--- src/rtl/rob_alloc_pkg.sv ---
// Shared types for the dispatch-side ROB allocator.
package rob_alloc_pkg;

    localparam int ROB_DEPTH = 16;
    localparam int ROB_IDX_W = $clog2(ROB_DEPTH);

    typedef struct packed {
        logic regWrite;
        logic memToReg;
        logic memWrite;
        logic branch;
    } controlStruct;

    typedef struct packed {
        logic         valid;
        logic [31:0]  pc;
        logic [5:0]   rd;
        logic [5:0]   rd_old;
        controlStruct control;
    } renamedInstrStruct;

    typedef struct packed {
        logic                 valid;
        logic [31:0]          pc;
        logic [5:0]           rd;
        logic [5:0]           rd_old;
        controlStruct         control;
        logic [ROB_IDX_W-1:0] robNum;
    } robDispatchStruct;

endpackage

--- src/rtl/rob_occupancy_ctr.sv ---
// ROB occupancy tracker: mirrors the retire pointer and keeps the free-entry count.
module rob_occupancy_ctr #(
    parameter int ROB_DEPTH = 16,
    parameter int IDX_W     = $clog2(ROB_DEPTH)
) (
    input  logic             clk,
    input  logic             reset_n,
    input  logic [1:0]       alloc_cnt,
    input  logic [1:0]       retire_cnt,
    input  logic [IDX_W-1:0] tail,
    output logic [IDX_W-1:0] head,
    output logic [IDX_W:0]   free
);

    localparam int unsigned    FREE_MAX_I = ROB_DEPTH;
    localparam logic [IDX_W:0] FREE_MAX   = FREE_MAX_I[IDX_W:0];

    logic [IDX_W-1:0] head_q, head_d;
    logic [IDX_W:0]   free_q, free_d;

    // Next state: both allocation and retirement of the same cycle apply together.
    always_comb begin
        head_d = head_q + {{(IDX_W-2){1'b0}}, retire_cnt};
        free_d = free_q - {{(IDX_W-1){1'b0}}, alloc_cnt}
                        + {{(IDX_W-1){1'b0}}, retire_cnt};
    end

    // Pointer and count registers with synchronous active-low reset.
    always_ff @(posedge clk) begin
        if (!reset_n) begin
            head_q <= '0;
            free_q <= FREE_MAX;
        end else begin
            head_q <= head_d;
            free_q <= free_d;
        end
    end

    assign head = head_q;
    assign free = free_q;

    // Occupied entries seen by the pointers must match the count; full aliases tail==head.
    logic [IDX_W-1:0] ptr_diff;
    logic [IDX_W:0]   used;
    assign ptr_diff = tail - head_q;
    assign used     = FREE_MAX - free_q;

    a_ptr_vs_count: assert property (@(posedge clk) disable iff (!reset_n)
        used == ((free_q == '0) ? FREE_MAX : {1'b0, ptr_diff}));

    a_no_retire_empty: assert property (@(posedge clk) disable iff (!reset_n)
        (free_q == FREE_MAX) |-> (retire_cnt == 2'd0));

endmodule

--- src/rtl/rob_alloc.sv ---
// Two-wide ROB index allocator: stamps renamed instructions and registers them toward the ROB.
module rob_alloc
    import rob_alloc_pkg::*;
#(
    parameter int ROB_DEPTH = rob_alloc_pkg::ROB_DEPTH,
    parameter int IDX_W     = $clog2(ROB_DEPTH)
) (
    input  logic              clk,
    input  logic              reset_n,
    input  renamedInstrStruct instr_a,
    input  renamedInstrStruct instr_b,
    output logic              in_ready,
    input  logic              retire_a_valid,
    input  logic              retire_b_valid,
    output robDispatchStruct  robDispatch_a,
    output robDispatchStruct  robDispatch_b,
    output logic [IDX_W:0]    free_count,
    output logic [IDX_W-1:0]  head_ptr,
    output logic [IDX_W-1:0]  tail_ptr
);

    logic [IDX_W-1:0] tail_q, tail_d, tail_p1;
    logic             acc_a, acc_b;
    logic [1:0]       alloc_cnt, retire_cnt;
    robDispatchStruct disp_a_q, disp_a_d, disp_b_q, disp_b_d;

    // Ready depends only on the registered count; a lone free entry is never handed out.
    assign in_ready   = (free_count >= 2);
    assign acc_a      = in_ready & instr_a.valid;
    // b without a is a rename protocol violation and allocates nothing.
    assign acc_b      = in_ready & instr_a.valid & instr_b.valid;
    assign alloc_cnt  = {1'b0, acc_a} + {1'b0, acc_b};
    assign retire_cnt = {1'b0, retire_a_valid} + {1'b0, retire_b_valid};
    assign tail_p1    = tail_q + 1'b1;

    // Dispatch payload: indices stay tail/tail+1 even for invalid slots so they never collide.
    always_comb begin
        tail_d           = tail_q + {{(IDX_W-2){1'b0}}, alloc_cnt};
        disp_a_d         = '0;
        disp_a_d.valid   = acc_a;
        disp_a_d.pc      = instr_a.pc;
        disp_a_d.rd      = instr_a.rd;
        disp_a_d.rd_old  = instr_a.rd_old;
        disp_a_d.control = instr_a.control;
        disp_a_d.robNum  = tail_q;
        disp_b_d         = '0;
        disp_b_d.valid   = acc_b;
        disp_b_d.pc      = instr_b.pc;
        disp_b_d.rd      = instr_b.rd;
        disp_b_d.rd_old  = instr_b.rd_old;
        disp_b_d.control = instr_b.control;
        disp_b_d.robNum  = tail_p1;
    end

    // Tail and output registers; reset drops any in-flight allocation.
    always_ff @(posedge clk) begin
        if (!reset_n) begin
            tail_q          <= '0;
            disp_a_q        <= '0;
            disp_b_q        <= '0;
            disp_b_q.robNum <= {{(IDX_W-1){1'b0}}, 1'b1};
        end else begin
            tail_q   <= tail_d;
            disp_a_q <= disp_a_d;
            disp_b_q <= disp_b_d;
        end
    end

    rob_occupancy_ctr #(
        .ROB_DEPTH (ROB_DEPTH),
        .IDX_W     (IDX_W)
    ) u_occ (
        .clk        (clk),
        .reset_n    (reset_n),
        .alloc_cnt  (alloc_cnt),
        .retire_cnt (retire_cnt),
        .tail       (tail_q),
        .head       (head_ptr),
        .free       (free_count)
    );

    assign robDispatch_a = disp_a_q;
    assign robDispatch_b = disp_b_q;
    assign tail_ptr      = tail_q;

endmodule

--- config.mk ---
export PLATFORM = sky130hd
export DESIGN_NAME = rob_alloc
export DESIGN_NICKNAME = d
export VERILOG_FILES = /design/src/rtl/rob_alloc_pkg.sv /design/src/rtl/rob_occupancy_ctr.sv /design/src/rtl/rob_alloc.sv
export SDC_FILE = /design/constraint.sdc
export NUM_CORES = 1
export LEC_CHECK = 0
export BUFFER_PORTS_ARGS = -buffer_cell sky130_fd_sc_hd__buf_2
export CELL_PAD_IN_SITES_DETAIL_PLACEMENT = 0
export CELL_PAD_IN_SITES_GLOBAL_PLACEMENT = 1
export CORE_MARGIN = 5
export CORE_UTILIZATION = 25
export CTS_BUF_LIST = sky130_fd_sc_hd__clkbuf_8
export CTS_CLUSTER_DIAMETER = 60
export CTS_CLUSTER_SIZE = 20
export DETAILED_ROUTE_END_ITERATION = 8
export PLACE_DENSITY = 0.75
export SLEW_MARGIN = 10
export SYNTH_ARGS = -nofsm -noshare
export SYNTH_HDL_FRONTEND = slang
export SYNTH_SLANG_ARGS = --single-unit
export TNS_END_PERCENT = 10
--- constraint.sdc ---
create_clock -name clk -period 6.8 [get_ports clk]
set_input_delay 1.36 -clock clk [delete_from_list [all_inputs] [get_ports clk]]
set_output_delay 1.36 -clock clk [all_outputs]
set_load 0.05 [all_outputs]
==> results.toml, run 1 <==
[global_routing]
grt_max_degree = 121
grt_pass1_wl_um = 15190
grt_pass1_vias = 3031
globalRouteOverflowTotal = 0
grt_antenna_before_repair = 0
grt_use_total_pct = 11.01

[timing]
fin_crit_sh_pct = 45.26
fmax_mhz = 324.9
fin_crit_ns = 3.078
maxSlewHeadroom_pct = 41.28
hold_viol_final = 0
drv_slew = 0
rsz0062_at_grt = "no"
holdWs_ns = 0.4903
setup_viol = 0
worst_slew_pin_slew_ns = 0.8808
setup_tns_ns = 0
fin_skew_ns = 0.009774

[yosys]
synth_common_cells = "dfxtp_1 (119), and2_1 (108), inv_1 (17)"
synth_fp_nets = 434
ys_top_cells_by_area = "dfxtp_1 (64%), and2_1 (18%), ha_1 (4.7%)"
synth-xor-area-share_pct = 0.9444
synthSimpleGateAreaFrac_pct = 21.62
yosysMostFrequentCell = "dfxtp_1"
yosys.cell_types.count = 29
synth_top_family_by_area = "simple AND/OR/NAND/NOR gates"
avgSynthCellArea_um2 = 11.81
synth_enable_flop_cells = 0
synth_top_area_share_pct = 64.22
synthAdderAreaFrac_pct = 6.880
synthCells = 314
synth_seq_cells = 119
async_reset_ff_share_pct = 0
yosys_warnings = 0
synth_flop_cell = "dfxtp_1"
synth_compound_area_share_pct = 2.260
synth_top_area_cell = "dfxtp_1"
netlist_area_um2 = 3710
seq_area_frac_synth_pct = 64.22
synth.area.mux_share_pct = 0.5734

[worst_setup_path]
critPathArrivalTime_ns = 1.72
critPathRequiredTime_ns = 5.44
path_max_fanout = 6
critical_path_class = "reg2out"
path_cells = "inv_1 -> ha_1 -> nand2b_1 -> o311ai_4 -> buf_2"
startpoint_type = "flip-flop"
max_stage_delay_ns = 0.33
worstSetupEndpointType = "output pin"
crit_slowest_cell = "buf_2"

[layout]
fin_area_um2 = 5405
layout.nets = 662
area_delta_synth_final_pct = 45.70
drive_above_1_share_pct = 46.03
diodes = 0

[cts]
htree_levels = 4
cts_buffers = 17
holdBufCountCts = 0
postCtsSetupBuffers = 0
clock_tree.root_cell = "clkbuf_8"
worst_skew_pair.late_latency_ns = 0.43
clock_path_buffers = 2
cts_tree = "built"
postCtsResizedCells = 0
cts.sinks = 119
clk_pin_slew_ns = 0.07

[detailed_routing]
vias = 2807
drt_iter0_drc = 84
drc_errors = 0
wl_um = 9228
vias_per_cell = 3.804
first_pass_iters = 4
wl_per_cell_um = 12.50
final_antenna_net_count = 0

[die]
die_w_um = 131.8
io_pins = 222
row_count = 44
die_h_um = 131.8
start_util_pct = 25.53
core-area_um2 = 14530
die_area_um2 = 17380

[power_and_ir_drop]
peakVddDrop_uv = 153.4
p_per_area_nw_per_um2 = 351.7
leakage_uw = 0.002756

[place]
place_hpwl_um = 6965
gp_congestion = 0.7225
numPortBuffers = 221
postPlaceCellArea_um2 = 4991

[flow_run]
maxCapViolCount = 0

[status]
outcome = "complete, no violations"

[min_path]
hp-class = "reg2reg"
==> where the power goes <==
group	leakage, µW	internal (µW)	switching, µW
clock	0.000205	379	282
combinational	0.00156	146	317
sequential	0.000989	752	26.4
==> area by class of cell <==
| cell class | instances | area, µm² |
|---|---|---|
| clock buffer | 19 | 261.5 |
| inverter | 18 | 67.56 |
| tap | 184 | 230.2 |
| timing repair buffer | 222 | 1114 |
| clock inverter | 12 | 152.6 |
| multi-input combinational | 164 | 1197 |
| sequential | 119 | 2382 |
| fill | 1475 | 9129 |
==> worst paths after layout <==
check / from / depth (start not counted) / slack [ns] / endpoint
min: u_occ.head[3] / 2 / 0.49 / u_occ.head[3]
min reg2reg: u_occ.head[3] / 2 / 0.49 / u_occ.head[3]
max: u_occ.free[3] / 5 / 3.72 / in_ready
max reg2reg: u_occ.free[3] / 10 / 3.84 / u_occ.free[4]
==> worst max-delay path: cells and delay by family, from the launching register on <==
family / cells / cell delay [ns]
buffers and inverters: 2 / 0.44
flip-flops: 1 / 0.31
AO/OA/AOI/OAI: 1 / 0.29
adder cells (fa/ha/maj): 1 / 0.17
AND/OR/NAND/NOR: 1 / 0.08
==> routing by layer <==
layer  vias to the layer above  global-route usage [%]  wire, µm
met2                       142                   16.79      4243
met5                         -                       0         0
met3                        13                   6.756      1131
met4                         0                   5.886       178
met1                      1235                   11.85      3674
li1                       1417                       -         -
==> cells by family after synthesis <==
family                   after synthesis
AO/OA/AOI/OAI                         11
AND/OR/NAND/NOR                      129
multiplexers                           2
buffers and inverters                 31
flip-flops                           119
XOR/XNOR                               4
adder cells (fa/ha/maj)               18
==> per-stage QoR <==
stage,setup WS [ns],cells,util (%),power [µW]
after detailed placement,3.282,707,34.34,1263
final,3.722,738,37.19,1901
after CTS,3.661,738,37.19,1939
after global placement,3.342,707,34.34,1254
after global routing,3.581,738,37.19,2014
after floorplan,3.416,314,-,1140
==> cells in the final DEF, fill, tap and decap left out, drive strengths merged, types with 6 or more instances in the layout <==
cell type / n
and2: 108
buf: 222
clkbuf: 19
dfxtp: 119
ha: 14
inv: 20
nand2b: 6
==> sequential cells by signal, summed over array words and instances, names as in the netlist <==
| register | flops |
|---|---|
| robDispatch_a | 53 |
| robDispatch_b | 53 |
| u_occ.free | 5 |
| tail_ptr | 4 |
| u_occ.head | 4 |
Note: power is estimated with default switching activity, not from simulation.
==> inputs of run 2 (changes only) <==
PLACE_DENSITY = 0.78   (was 0.75)
clock period = 2.8 ns   (was 6.8 ns; I/O delays follow)
==> run 2 against run 1 <==
Effect of this change:
- global-route usage rose by 0.47 points
- clock power rose to 2.7 times the previous value
- non-clock buffer count is 6 higher
- sequential share of layout area is 1.1 points lower
- wire length is 5.1% higher
- critical path type is now reg2reg
==> results.toml, run 2 (synthesis gave the netlist of run 1 again) <==
[status]
outcome = "complete, no violations"

[detailed_routing]
wl_met1_um = 3726
drc_errors = 0
wl_met3_um = 1180
routed-wl-met2_um = 4624
wl_per_cell_um = 13.03
drt_iter0_drc = 63
vias = 2872
first_pass_iters = 4
vias_per_cell = 3.860
top_layer_used = "met4"
final_antenna_net_count = 0
wl_um = 9698

[timing]
setup_tns_ns = 0
holdWs_ns = 0.3318
worst_slew_pin_slew_ns = 0.4777
setup_viol = 0
fin_crit_sh_pct = 96.92
drv_slew = 0
fin_skew_ns = 0.005747
fin_crit_ns = 2.714
maxSlewHeadroom_pct = 68.16
hold_viol_final = 0
fmax_mhz = 368.5

[power_and_ir_drop]
clkPwrFrac_pct = 35.9
internal_power_uw = 3395
leakage_uw = 0.002843
switching_share_pct = 31.15
p_per_area_nw_per_um2 = 885.6
pwr-share-seq_pct = 38.6
power.switching_uw = 1536
fin_total_pwr_uw = 4932
combPwrFrac_pct = 25.5
peakVddDrop_uv = 357.9

[worst_setup_path]
critical_path_class = "reg2reg"
r2r_cells = 10
path_cells = "inv_4 -> ha_4 -> nand2b_4 -> o311ai_4 -> and3_4 -> fa_1 -> fa_2 -> nand2b_4 -> a21oi_2 -> mux2_4"
crit_slowest_cell = "fa_1"
worstSetupEndpointType = "flip-flop"
critPathArrivalTime_ns = 3.02
critPathRequiredTime_ns = 3.11
critical_path.most_common_cell = "nand2b_4"
max_stage_delay_ns = 0.47
startpoint_type = "flip-flop"
path_max_fanout = 5

[die]
start_util_pct = 25.53
io_pins = 222
row_count = 44
die_h_um = 131.8
die_w_um = 131.8
die_area_um2 = 17380
core-area_um2 = 14530

[global_routing]
grt_use_total_pct = 11.47
globalRouteOverflowTotal = 0
grt_max_degree = 61
grt_pass1_vias = 3096
grt_pass1_wl_um = 15650
grt_antenna_before_repair = 0

[layout]
drive_above_1_share_pct = 49.11
area_delta_synth_final_pct = 50.12
multi_input_area_um2 = 1247
diodes = 0
fin_util_pct = 38.32
final_cell_mix = "buf_2 (221), dfxtp_1 (115), and2_1 (108)"
fin_area_um2 = 5569
layout.nets = 668
final_common_cell = "buf_2"
fillers = 1459
seq_area_um2 = 2392

[cts]
htree_levels = 4
clk_pin_slew_ns = 0.07
clock_path_buffers = 2
cts_tree = "built"
clock_tree.root_cell = "clkbuf_8"
cts.sinks = 119
worst_skew_pair.late_latency_ns = 0.42
cts_buffers = 17

[min_path]
whs_path_depth = 2
hp-class = "in2reg"

[place]
place_hpwl_um = 7504
postPlaceCellArea_um2 = 5071
numPortBuffers = 221
gp_congestion = 0.6998

[flow_run]
maxCapViolCount = 0
-- run 2: final cells by class --
cell class | instances | area share [%]
Sequential cell | 119 | 42.96
Clock inverter | 11 | 3.235
Multi-Input combinational cell | 164 | 22.40
Clock buffer | 20 | 4.943
Timing Repair Buffer | 228 | 21.03
Inverter | 18 | 1.303
Tap cell | 184 | 4.134
-- run 2: critical path, delay by kind of cell (launching register included) --
kind,cells,cell delay (ns)
AND/OR/NAND/NOR,3,0.45
adder cells (fa/ha/maj),3,1.02
AO/OA/AOI/OAI,2,0.41
buffers and inverters,1,0.07
flip-flops,1,0.35
multiplexers,1,0.30
-- run 2: what timing repair did --
action / CTS / global route
resized for setup: 0 / 2
hold buffers: 0 / 0
pin swaps: 2 / 5
setup buffers: 1 / 4
setup endpoints to repair: 1 / 1
-- run 2: final timing paths --
path / start / to / slack, ns
min reg2reg: u_occ.head[3] / u_occ.head[3] / 0.50
max reg2reg: u_occ.free[3] / u_occ.free[4] / 0.09
min: instr_a[35] / robDispatch_a[39] / 0.33
max: u_occ.free[3] / u_occ.free[4] / 0.09
-- run 2: power groups by stage --
stage	Combinational [µW]	Sequential (µW)	Clock [µW]
floorplan	464	2400	0
global placement	1210	1940	0
detailed placement	1230	1950	0
CTS	1240	1910	1840
global route	1360	1920	1910
finish	1260	1900	1770
-- run 2: metal layers --
| metal | global-route usage (%) | vias up |
|---|---|---|
| li1 | - | 1432 |
| met1 | 12.62 | 1281 |
| met2 | 17.78 | 148 |
| met3 | 6.565 | 11 |
| met4 | 5.657 | 0 |
| met5 | 0 | - |
-- run 2: per-stage QoR --
step,setup WS [ns],instances
floorplan,-0.3400,314
global placement,0.01148,708
detailed placement,-0.03849,708
CTS,0.01072,740
global route,-0.0007676,744
finish,0.08619,744
